**src/rtl/fibo_arbiter_if.sv**
```systemverilog
// fibo_arbiter_if: bundles the two requester ports and the shared-engine port
// of fibo_arbiter.
//   req0/req1       requester n asks for a job, held until its ack
//   count0/count1   job length for requester n
//   ack0/ack1       one-cycle completion pulse for requester n
//   result0/1       result for requester n, held until its next ack
//   err0/err1       high with ackn when the job timed out
//   eng_start       one-cycle start pulse to the engine
//   eng_count       latched count of the granted job
//   eng_done        engine done level
//   eng_data        engine result
//   busy            arbiter not idle
//   grant           index of the requester currently or last served
// slave is the arbiter side; master is the requester/engine side.
interface fibo_arbiter_if #(
   parameter int SIZE = 4
) ();
   logic            req0;
   logic            req1;
   logic [SIZE-1:0] count0;
   logic [SIZE-1:0] count1;
   logic            ack0;
   logic            ack1;
   logic [SIZE-1:0] result0;
   logic [SIZE-1:0] result1;
   logic            err0;
   logic            err1;
   logic            eng_start;
   logic [SIZE-1:0] eng_count;
   logic            eng_done;
   logic [SIZE-1:0] eng_data;
   logic            busy;
   logic            grant;

   modport slave (
      input  req0, req1, count0, count1, eng_done, eng_data,
      output ack0, ack1, result0, result1, err0, err1,
             eng_start, eng_count, busy, grant
   );

   modport master (
      output req0, req1, count0, count1, eng_done, eng_data,
      input  ack0, ack1, result0, result1, err0, err1,
             eng_start, eng_count, busy, grant
   );
endinterface

```
**src/rtl/fibo_arbiter.sv**
```systemverilog
// fibo_arbiter: round-robin arbiter giving two requesters access to one shared
// Fibonacci engine, with a WAIT timeout and a stale-done filter.
//   clk    rising-edge clock
//   rst_n  asynchronous active-low reset
//   bus    fibo_arbiter_if.slave (requester and engine signals)
//
// state    | meaning
// ---------+---------------------------------------------------------------
// S_IDLE   | waiting for an eligible request; grants and latches its count
// S_LAUNCH | eng_start pulse; arms the done filter and clears the timer
// S_WAIT   | waiting for an accepted done rise or the timeout
// S_RESP   | ack pulse to the granted requester (err on timeout)
module fibo_arbiter #(
   parameter int SIZE    = 4,
   parameter int TIMEOUT = 255
) (
   input  logic          clk,
   input  logic          rst_n,
   fibo_arbiter_if.slave bus
);
   typedef enum logic [1:0] {S_IDLE, S_LAUNCH, S_WAIT, S_RESP} state_t;

   // Timer value in the last allowed WAIT cycle: TIMEOUT WAIT cycles in total.
   localparam logic [7:0] TMO_LAST = 8'(TIMEOUT - 1);

   state_t          state_q, state_d;
   logic            last_grant_q, last_grant_d;
   logic            grant_q, grant_d;
   logic [1:0]      drop_q, drop_d;
   logic            armed_q, armed_d;
   logic [7:0]      tmr_q, tmr_d;
   logic [SIZE-1:0] eng_count_q, eng_count_d;
   logic [SIZE-1:0] result0_q, result0_d;
   logic [SIZE-1:0] result1_q, result1_d;
   logic            timed_out_q, timed_out_d;

   logic [1:0]      elig;
   logic            pick;

   always_ff @(posedge clk or negedge rst_n) begin
      if (!rst_n) begin
         state_q      <= S_IDLE;
         last_grant_q <= 1'b1;
         grant_q      <= 1'b0;
         drop_q       <= '0;
         armed_q      <= 1'b0;
         tmr_q        <= '0;
         eng_count_q  <= '0;
         result0_q    <= '0;
         result1_q    <= '0;
         timed_out_q  <= 1'b0;
      end else begin
         state_q      <= state_d;
         last_grant_q <= last_grant_d;
         grant_q      <= grant_d;
         drop_q       <= drop_d;
         armed_q      <= armed_d;
         tmr_q        <= tmr_d;
         eng_count_q  <= eng_count_d;
         result0_q    <= result0_d;
         result1_q    <= result1_d;
         timed_out_q  <= timed_out_d;
      end
   end

   always_comb begin
      state_d      = state_q;
      last_grant_d = last_grant_q;
      grant_d      = grant_q;
      drop_d       = drop_q;
      armed_d      = armed_q;
      tmr_d        = tmr_q;
      eng_count_d  = eng_count_q;
      result0_d    = result0_q;
      result1_d    = result1_q;
      timed_out_d  = timed_out_q;
      pick         = 1'b0;
      elig         = {bus.req1 & ~drop_q[1], bus.req0 & ~drop_q[0]};

      case (state_q)
         S_IDLE: begin
            if (elig != 2'b00) begin
               // On a tie the requester that was not served last wins.
               pick         = (elig == 2'b11) ? ~last_grant_q : elig[1];
               grant_d      = pick;
               last_grant_d = pick;
               eng_count_d  = pick ? bus.count1 : bus.count0;
               timed_out_d  = 1'b0;
               if (eng_count_d == '0) begin
                  state_d = S_RESP;
                  if (pick) result1_d = '0;
                  else      result0_d = '0;
               end else begin
                  state_d = S_LAUNCH;
               end
            end
         end
         S_LAUNCH: begin
            armed_d = 1'b0;
            tmr_d   = '0;
            state_d = S_WAIT;
         end
         S_WAIT: begin
            tmr_d = tmr_q + 8'd1;
            // A done level that was already high at launch belongs to the
            // previous job; only accept it after a low has been seen.
            if (!bus.eng_done) armed_d = 1'b1;
            if (bus.eng_done && armed_q) begin
               if (grant_q) result1_d = bus.eng_data;
               else         result0_d = bus.eng_data;
               timed_out_d = 1'b0;
               state_d     = S_RESP;
            end else if (tmr_q == TMO_LAST) begin
               if (grant_q) result1_d = '0;
               else         result0_d = '0;
               timed_out_d = 1'b1;
               state_d     = S_RESP;
            end
         end
         S_RESP: begin
            drop_d[grant_q] = 1'b1;
            state_d         = S_IDLE;
         end
         default: state_d = S_IDLE;
      endcase

      // A low request always clears the drop flag, even in the ack cycle.
      drop_d = drop_d & {bus.req1, bus.req0};
   end

   assign bus.ack0      = (state_q == S_RESP) & ~grant_q;
   assign bus.ack1      = (state_q == S_RESP) & grant_q;
   assign bus.err0      = bus.ack0 & timed_out_q;
   assign bus.err1      = bus.ack1 & timed_out_q;
   assign bus.eng_start = (state_q == S_LAUNCH);
   assign bus.busy      = (state_q != S_IDLE);
   assign bus.grant     = grant_q;
   assign bus.eng_count = eng_count_q;
   assign bus.result0   = result0_q;
   assign bus.result1   = result1_q;
endmodule
```
**src/flat_wrapper.sv**
```systemverilog
// flat-port wrapper written by rule: the top's interface ports become plain ports
module fibo_arbiter_flat 
#(
   parameter int SIZE    = 4,
   parameter int TIMEOUT = 255
)
  (clk, rst_n, bus_req0, bus_req1, bus_count0, bus_count1, bus_eng_done, bus_eng_data, bus_ack0, bus_ack1, bus_result0, bus_result1, bus_err0, bus_err1, bus_eng_start, bus_eng_count, bus_busy, bus_grant);
  fibo_arbiter_if #(.SIZE(SIZE)) bus_i ();
  input  logic clk;
  input  logic rst_n;
  input wire logic [$bits(bus_i.req0)-1:0] bus_req0;
  input wire logic [$bits(bus_i.req1)-1:0] bus_req1;
  input wire logic [$bits(bus_i.count0)-1:0] bus_count0;
  input wire logic [$bits(bus_i.count1)-1:0] bus_count1;
  input wire logic [$bits(bus_i.eng_done)-1:0] bus_eng_done;
  input wire logic [$bits(bus_i.eng_data)-1:0] bus_eng_data;
  output wire logic [$bits(bus_i.ack0)-1:0] bus_ack0;
  output wire logic [$bits(bus_i.ack1)-1:0] bus_ack1;
  output wire logic [$bits(bus_i.result0)-1:0] bus_result0;
  output wire logic [$bits(bus_i.result1)-1:0] bus_result1;
  output wire logic [$bits(bus_i.err0)-1:0] bus_err0;
  output wire logic [$bits(bus_i.err1)-1:0] bus_err1;
  output wire logic [$bits(bus_i.eng_start)-1:0] bus_eng_start;
  output wire logic [$bits(bus_i.eng_count)-1:0] bus_eng_count;
  output wire logic [$bits(bus_i.busy)-1:0] bus_busy;
  output wire logic [$bits(bus_i.grant)-1:0] bus_grant;
  assign bus_i.req0 = bus_req0;
  assign bus_i.req1 = bus_req1;
  assign bus_i.count0 = bus_count0;
  assign bus_i.count1 = bus_count1;
  assign bus_i.eng_done = bus_eng_done;
  assign bus_i.eng_data = bus_eng_data;
  assign bus_ack0 = bus_i.ack0;
  assign bus_ack1 = bus_i.ack1;
  assign bus_result0 = bus_i.result0;
  assign bus_result1 = bus_i.result1;
  assign bus_err0 = bus_i.err0;
  assign bus_err1 = bus_i.err1;
  assign bus_eng_start = bus_i.eng_start;
  assign bus_eng_count = bus_i.eng_count;
  assign bus_busy = bus_i.busy;
  assign bus_grant = bus_i.grant;
  fibo_arbiter #(.SIZE(SIZE), .TIMEOUT(TIMEOUT)) u_core (.clk(clk), .rst_n(rst_n), .bus(bus_i));
endmodule
```
**config.mk**
```make
export PLATFORM = sky130hd
export DESIGN_NAME = fibo_arbiter_flat
export DESIGN_NICKNAME = d
export VERILOG_FILES = /design/src/rtl/fibo_arbiter_if.sv /design/src/rtl/fibo_arbiter.sv /design/src/flat_wrapper.sv
export SDC_FILE = /design/constraint.sdc
export NUM_CORES = 1
export LEC_CHECK = 0
export CORE_MARGIN = 2
export CORE_UTILIZATION = 40
export CTS_BUF_LIST = sky130_fd_sc_hd__clkbuf_4 sky130_fd_sc_hd__clkbuf_8 sky130_fd_sc_hd__clkbuf_16
export DETAILED_ROUTE_END_ITERATION = 6
export PLACE_DENSITY_LB_ADDON = 0.3
export REMOVE_ABC_BUFFERS = 1
export SYNTH_ARGS = -nofsm -noshare
export SYNTH_HDL_FRONTEND = slang
export SYNTH_SLANG_ARGS = --single-unit
```
**constraint.sdc**
```tcl
create_clock -name clk -period 2.5 [get_ports clk]
set_input_delay 0.5 -clock clk [delete_from_list [all_inputs] [get_ports clk]]
set_output_delay 0.5 -clock clk [all_outputs]
set_load 0.05 [all_outputs]
```
Yosys cells after proc, flatten, opt, wreduce, memory -nomap -nowiden
Cells that the tools add are included.

Reduce and logical (&&, ||, !) cells: 14. Multiplexer cells: 33. $lt $le $gt $ge: 2. Add/sub/neg operators: 1. Bitwise gates (word level): 12. Equality and inequality tests: 13.

Operator list (number): $mux 4 (15); $pmux 4 s2 (2); $pmux 8 s2 (1); $reduce_and 6->1 (2); $mux 2 (5); $add 8x1->8 const B (1); $eq 8x8->1 const B (1); $ne 2x1->1 const B (4); $pmux 2 s4 (1); $reduce_bool 2->1 (4); $and 1x1->1 (6); $eq 2x2->1 const B (3); $mux 1 (6); $ne 2x2->1 const B (3); $reduce_and 2->1 (3); $logic_not 4->1 (1); $not 1->1 (4); $pmux 1 s2 (2); $ne 3x1->1 const B (1); $reduce_and 3->1 (1); $and 2x2->2 (1); $eq 2x1->1 const B (1); $logic_and 1x1->1 (2); $logic_not 2->1 (1); other kinds (4) (4).

Bits of input ports: 17. Output and inout port bits: 19. Logic and storage cells: 85. Register bits: 28.

Logic depth before layout (Yosys ltp)
Depth after elaboration: 9. Gate-level depth with buffers: 8. Depth with buffers taken out: 6.

Worst setup path after synthesis
OpenSTA, ideal clock, no wires.

Path type: register to output. From: register u_core.grant_q, in the netlist u_core.bus.grant. To: output bus_err0. Required time: 2.000 ns. Cell stages (with the launch flop): 3. Arrival time: 1.963 ns. Path buffers: 0. Setup slack: 0.037 ns. Cell sequence: dfrtp_1 > nor2b_1 > and2_1.

Word-level cells in the longest chain between the ends: 3.

RTL lines: start: declaration (RTL line fibo_arbiter.sv:28) `logic grant_q, grant_d;`; start signal: assignment (RTL line fibo_arbiter.sv:55) `grant_q <= grant_d;`; $not 1->1 (RTL line fibo_arbiter.sv:131) `assign bus.ack0 = (state_q == S_RESP) & ~grant_q;`; $and 1x1->1 (RTL line fibo_arbiter.sv:131); named net bus_ack0 (RTL line flat_wrapper.sv:17) `output wire logic [$bits(bus_i.ack0)-1:0] bus_ack0;`; $and 1x1->1 (RTL line fibo_arbiter.sv:133) `assign bus.err0 = bus.ack0 & timed_out_q;`; end: declaration (RTL line flat_wrapper.sv:21) `output wire logic [$bits(bus_i.err0)-1:0] bus_err0;`.

The timed path passes the listed nets, and every way through them passes these cells.

Worst setup path after layout
From: register u_core.state_q[1]. To: output bus_ack1.

Word-level cells in the longest chain between the ends: 2.

RTL lines: start: declaration (RTL line fibo_arbiter.sv:26) `state_t state_q, state_d;`; start signal: assignment (RTL line fibo_arbiter.sv:53) `state_q <= state_d;`; $eq 2x2->1 (RTL line fibo_arbiter.sv:132) `assign bus.ack1 = (state_q == S_RESP) & grant_q;`; $and 1x1->1 (RTL line fibo_arbiter.sv:132); end: declaration (RTL line flat_wrapper.sv:18) `output wire logic [$bits(bus_i.ack1)-1:0] bus_ack1;`.

No other way between the ends.

==> summary.txt <==
Post-DRT Antenna Nets: 0
Crit path time final: 2.341 ns
Worst Skew: 0.002662 ns
CTS buffer count: 3
MaxCap Viol Count: 0
Hold_buf cts: 0
Clk_lat worst skew: 0.27 ns
Share of cells above drive strength 1: 11.73%
Run status: completed
Number of detailed-route iterations in the first pass: 4
Clock Path Buffers: 2
Gpl congestion: 0.8643
Multi-input logic area: 720.7 sq um
Area of the die: 4196 sq um
Period utilization: 93.62%
Core area: 3606 sq um
Via count: 1154
Final Util: 53.75%
Post-CTS Resized: 0
Worst slew pin tran: 0.5069 ns
Vias in the first global route: 1144
Area Growth Syn to Fin: 31.16%
Design Area, Final: 1938 sq um
Critical path endpoint category: output pin
Crit Path Max Fanout: 4
Synth warn: 0
Postcts setup bufs: 0
Initial core utilization: 40.98%
Dpl hpwl: 2422 um
Worst hold path type: flop to flop
Sequential fraction of the synthesis area: 47.50%
CP max stage delay: 0.80 ns
RSZ-0062 raised after global routing: no
Antenna violations before repair: 0
CTS tree: built
Startpoint Class: flop
Max-slew headroom: 66.10%
Final setup viols: 0
Required time worst endpoint: 2.00 ns
Worst Hold Launch: u_core.last_grant_q$_DFFE_PN1P_
Input/output buffers: 35
Vias/cell: 5.084
Clock transition at path regs: 0.09 ns
Post-Syn Instances: 142
First-pass GRT wire length: 5147 um
DRC: 0
Seq. cell area: 701.9 sq um
H-Tree Level Count: 1
Kind of critical path: flop to output pin
Largest net degree at the start of global routing: 29
Die Span Y: 64.78 um
TritonCTS Sinks: 28
Initial DRC Count: 26
Post-synth cell types: 34
Final-layout fill cell count: 323
All-Layer GR Usage: 16.01%
GRT overflow: 0
Root buffer cell: clkbuf_8
Crit path arrival time: 1.84 ns
Row cnt: 22
CP delay by family, top: buffers and inverters
Mapped Area: 1478 sq um
Hold Fails Final Rpt: 0
Post-DP Area: 1881 sq um
DRT Wirelength: 3106 um
Fin nets: 203
CP Cell Sequence: ha_1, and2_1, clkdlybuf4s50_1
Routed wire per std cell: 13.68 um
Yosys reg bits: 28
Slowest stage cell, crit path: clkdlybuf4s50_1
Worst setup startpoint: u_core.state_q[1]$_DFFE_PN0P_
Die width: 64.78 um
Max Slew Vio Count: 0
Leakage power: 0.8908 nW
Top Ports: 36
Max Fclk: 427.3 MHz
ANT cells: 0
Setup TNS: 0 ns
Worst R2R Start: u_core.state_q[0]$_DFFE_PN0P_
Crit path buf inv count: 1
Peak VDD IR: 0.5802 mV
Power Density: 1155 nW/um^2
Syn_area_per_cell: 10.41 sq um
-- worst paths after layout --
path | depth (start not counted) | endpoint | slack [ns]
max in group asynchronous | 2 | u_core.last_grant_q$_DFFE_PN1P_ | 1.60
worst min-delay path | 2 | u_core.last_grant_q$_DFFE_PN1P_ | 0.47
worst max-delay path | 3 | bus_ack1 | 0.16
worst max register to register | 6 | u_core.bus.result0[1]$_DFFE_PN0P_ | 0.43
worst min register to register | 2 | u_core.last_grant_q$_DFFE_PN1P_ | 0.47
min in group asynchronous | 2 | u_core.bus.eng_count[2]$_DFFE_PN0P_ | 0.60
-- synth_stat cells --
cell        n  area share [%]
nand4_1     2            0.85
o211ai_2    1            0.85
nand2b_1    2            0.85
dfstp_2     1             1.8
clkbuf_1    2            0.51
dfrtp_1    27              46
nand3_1     6             2.0
a2111oi_4   1             1.9
o21ai_0     9             3.0
o22ai_1     3             1.3
nand2_1    13             3.3
nor4_2      1            0.85
and3_1      3             1.3
a21boi_0    1            0.51
a21o_1      1            0.51
nor3b_1     2             1.0
nand3b_1    2             1.0
o2bb2ai_1   1            0.59
and2_1      7             3.0
or3_1       2            0.85
nor2b_1     3             1.3
a21oi_1     7             2.4
a311oi_1    1            0.59
buf_2       2            0.68
inv_1      10             2.5
o211ai_1    2             1.0
mux2i_1     6             4.1
xor2_1      1            0.59
o21a_1      3             1.5
nor2_1      3            0.76
or4_1       1            0.51
ha_1        6             5.1
mux2_2      9             6.9
and2b_1     1            0.51
-- tightest hold or removal path: cells and delay by family, from the launching register on --
kind,cells,cell delay [ns]
simple gates,2,0.10
flops,1,0.38
-- stage by stage --
| stage | instances | hold slack [ns] | worst slack (ns) | power [mW] |
|---|---|---|---|---|
| floorplan | 138 | 0.2044 | 0.03677 | 1.597 |
| global placement | 223 | 0.4529 | 0.08662 | 1.948 |
| detailed placement | 223 | 0.4606 | 0.07417 | 1.975 |
| CTS | 227 | 0.4758 | 0.05045 | 2.265 |
| global route | 227 | 0.5010 | 0.07704 | 2.399 |
| finish | 227 | 0.4714 | 0.1595 | 2.238 |
-- routing by layer --
layer	global-route usage (%)	wire, um	vias to the layer above
met1	20.63	1483	555
met4	8.777	55	0
li1	-	-	568
met5	0	0	-
met2	25.77	1422	27
met3	2.431	144	4
-- cell usage in the layout, fill, tap and decap left out --
cell type and instances:
o211ai_1 2, a21boi_0 1, or4_1 1, nand4_1 2, and2_1 7, dlymetal6s2s_1 1
nor3b_1 2, o21ai_0 9, a2111oi_4 1, buf_4 4, clkbuf_8 4, nor4_2 1
o211ai_2 1, nand2_1 13, inv_1 10, and2b_1 1, dfrtp_1 27, nand2b_1 2
a21oi_1 7, xor2_1 1, dfstp_2 1, mux2_2 9, o2bb2ai_1 1, o21a_1 3
a311oi_1 1, nor2b_1 3, mux2i_1 6, nor2_1 3, or3_1 2, a21o_1 1
nand3_1 6, and3_1 3, nand3b_1 2, o22ai_1 3, clkdlybuf4s50_1 32, ha_1 6
-- sequential cells by signal (all words and copies together) (netlist names) --
name,count
u_core.armed_q,1
u_core.bus.result1,4
u_core.state_q,2
u_core.tmr_q,8
u_core.bus.result0,4
u_core.timed_out_q,1
u_core.last_grant_q,1
u_core.bus.grant,1
u_core.bus.eng_count,4
u_core.drop_q,2
-- cells by family (layout without fill, tap and decap cells) --
logic type	after synthesis	count (layout)	share of synthesized area [%]
and+or+nand+nor	48	48	18.04
AOI/OAI and AO/OA	30	30	14.14
DFF	28	28	47.50
muxes	15	15	10.92
buffers and inverters	14	51	3.726
adders and majority gates	6	6	5.080
xor gates and xnor gates	1	1	0.5928
-- power by group --
group	internal [mW]	switching (mW)	leakage, nW	total [mW]
Clock	0.141	0.137	0.0288	0.279
Sequential	0.590	0.0923	0.371	0.682
Combinational	0.480	0.797	0.491	1.28
-- cell type report --
cell class,count,area share (%)
Multi-Input combinational cell,100,37.19
Sequential cell,28,36.22
Timing Repair Buffer,37,18.72
Tap cell,48,3.099
Clock buffer,4,2.841
Inverter,10,1.937
Power figures use the tool's default switching activity.
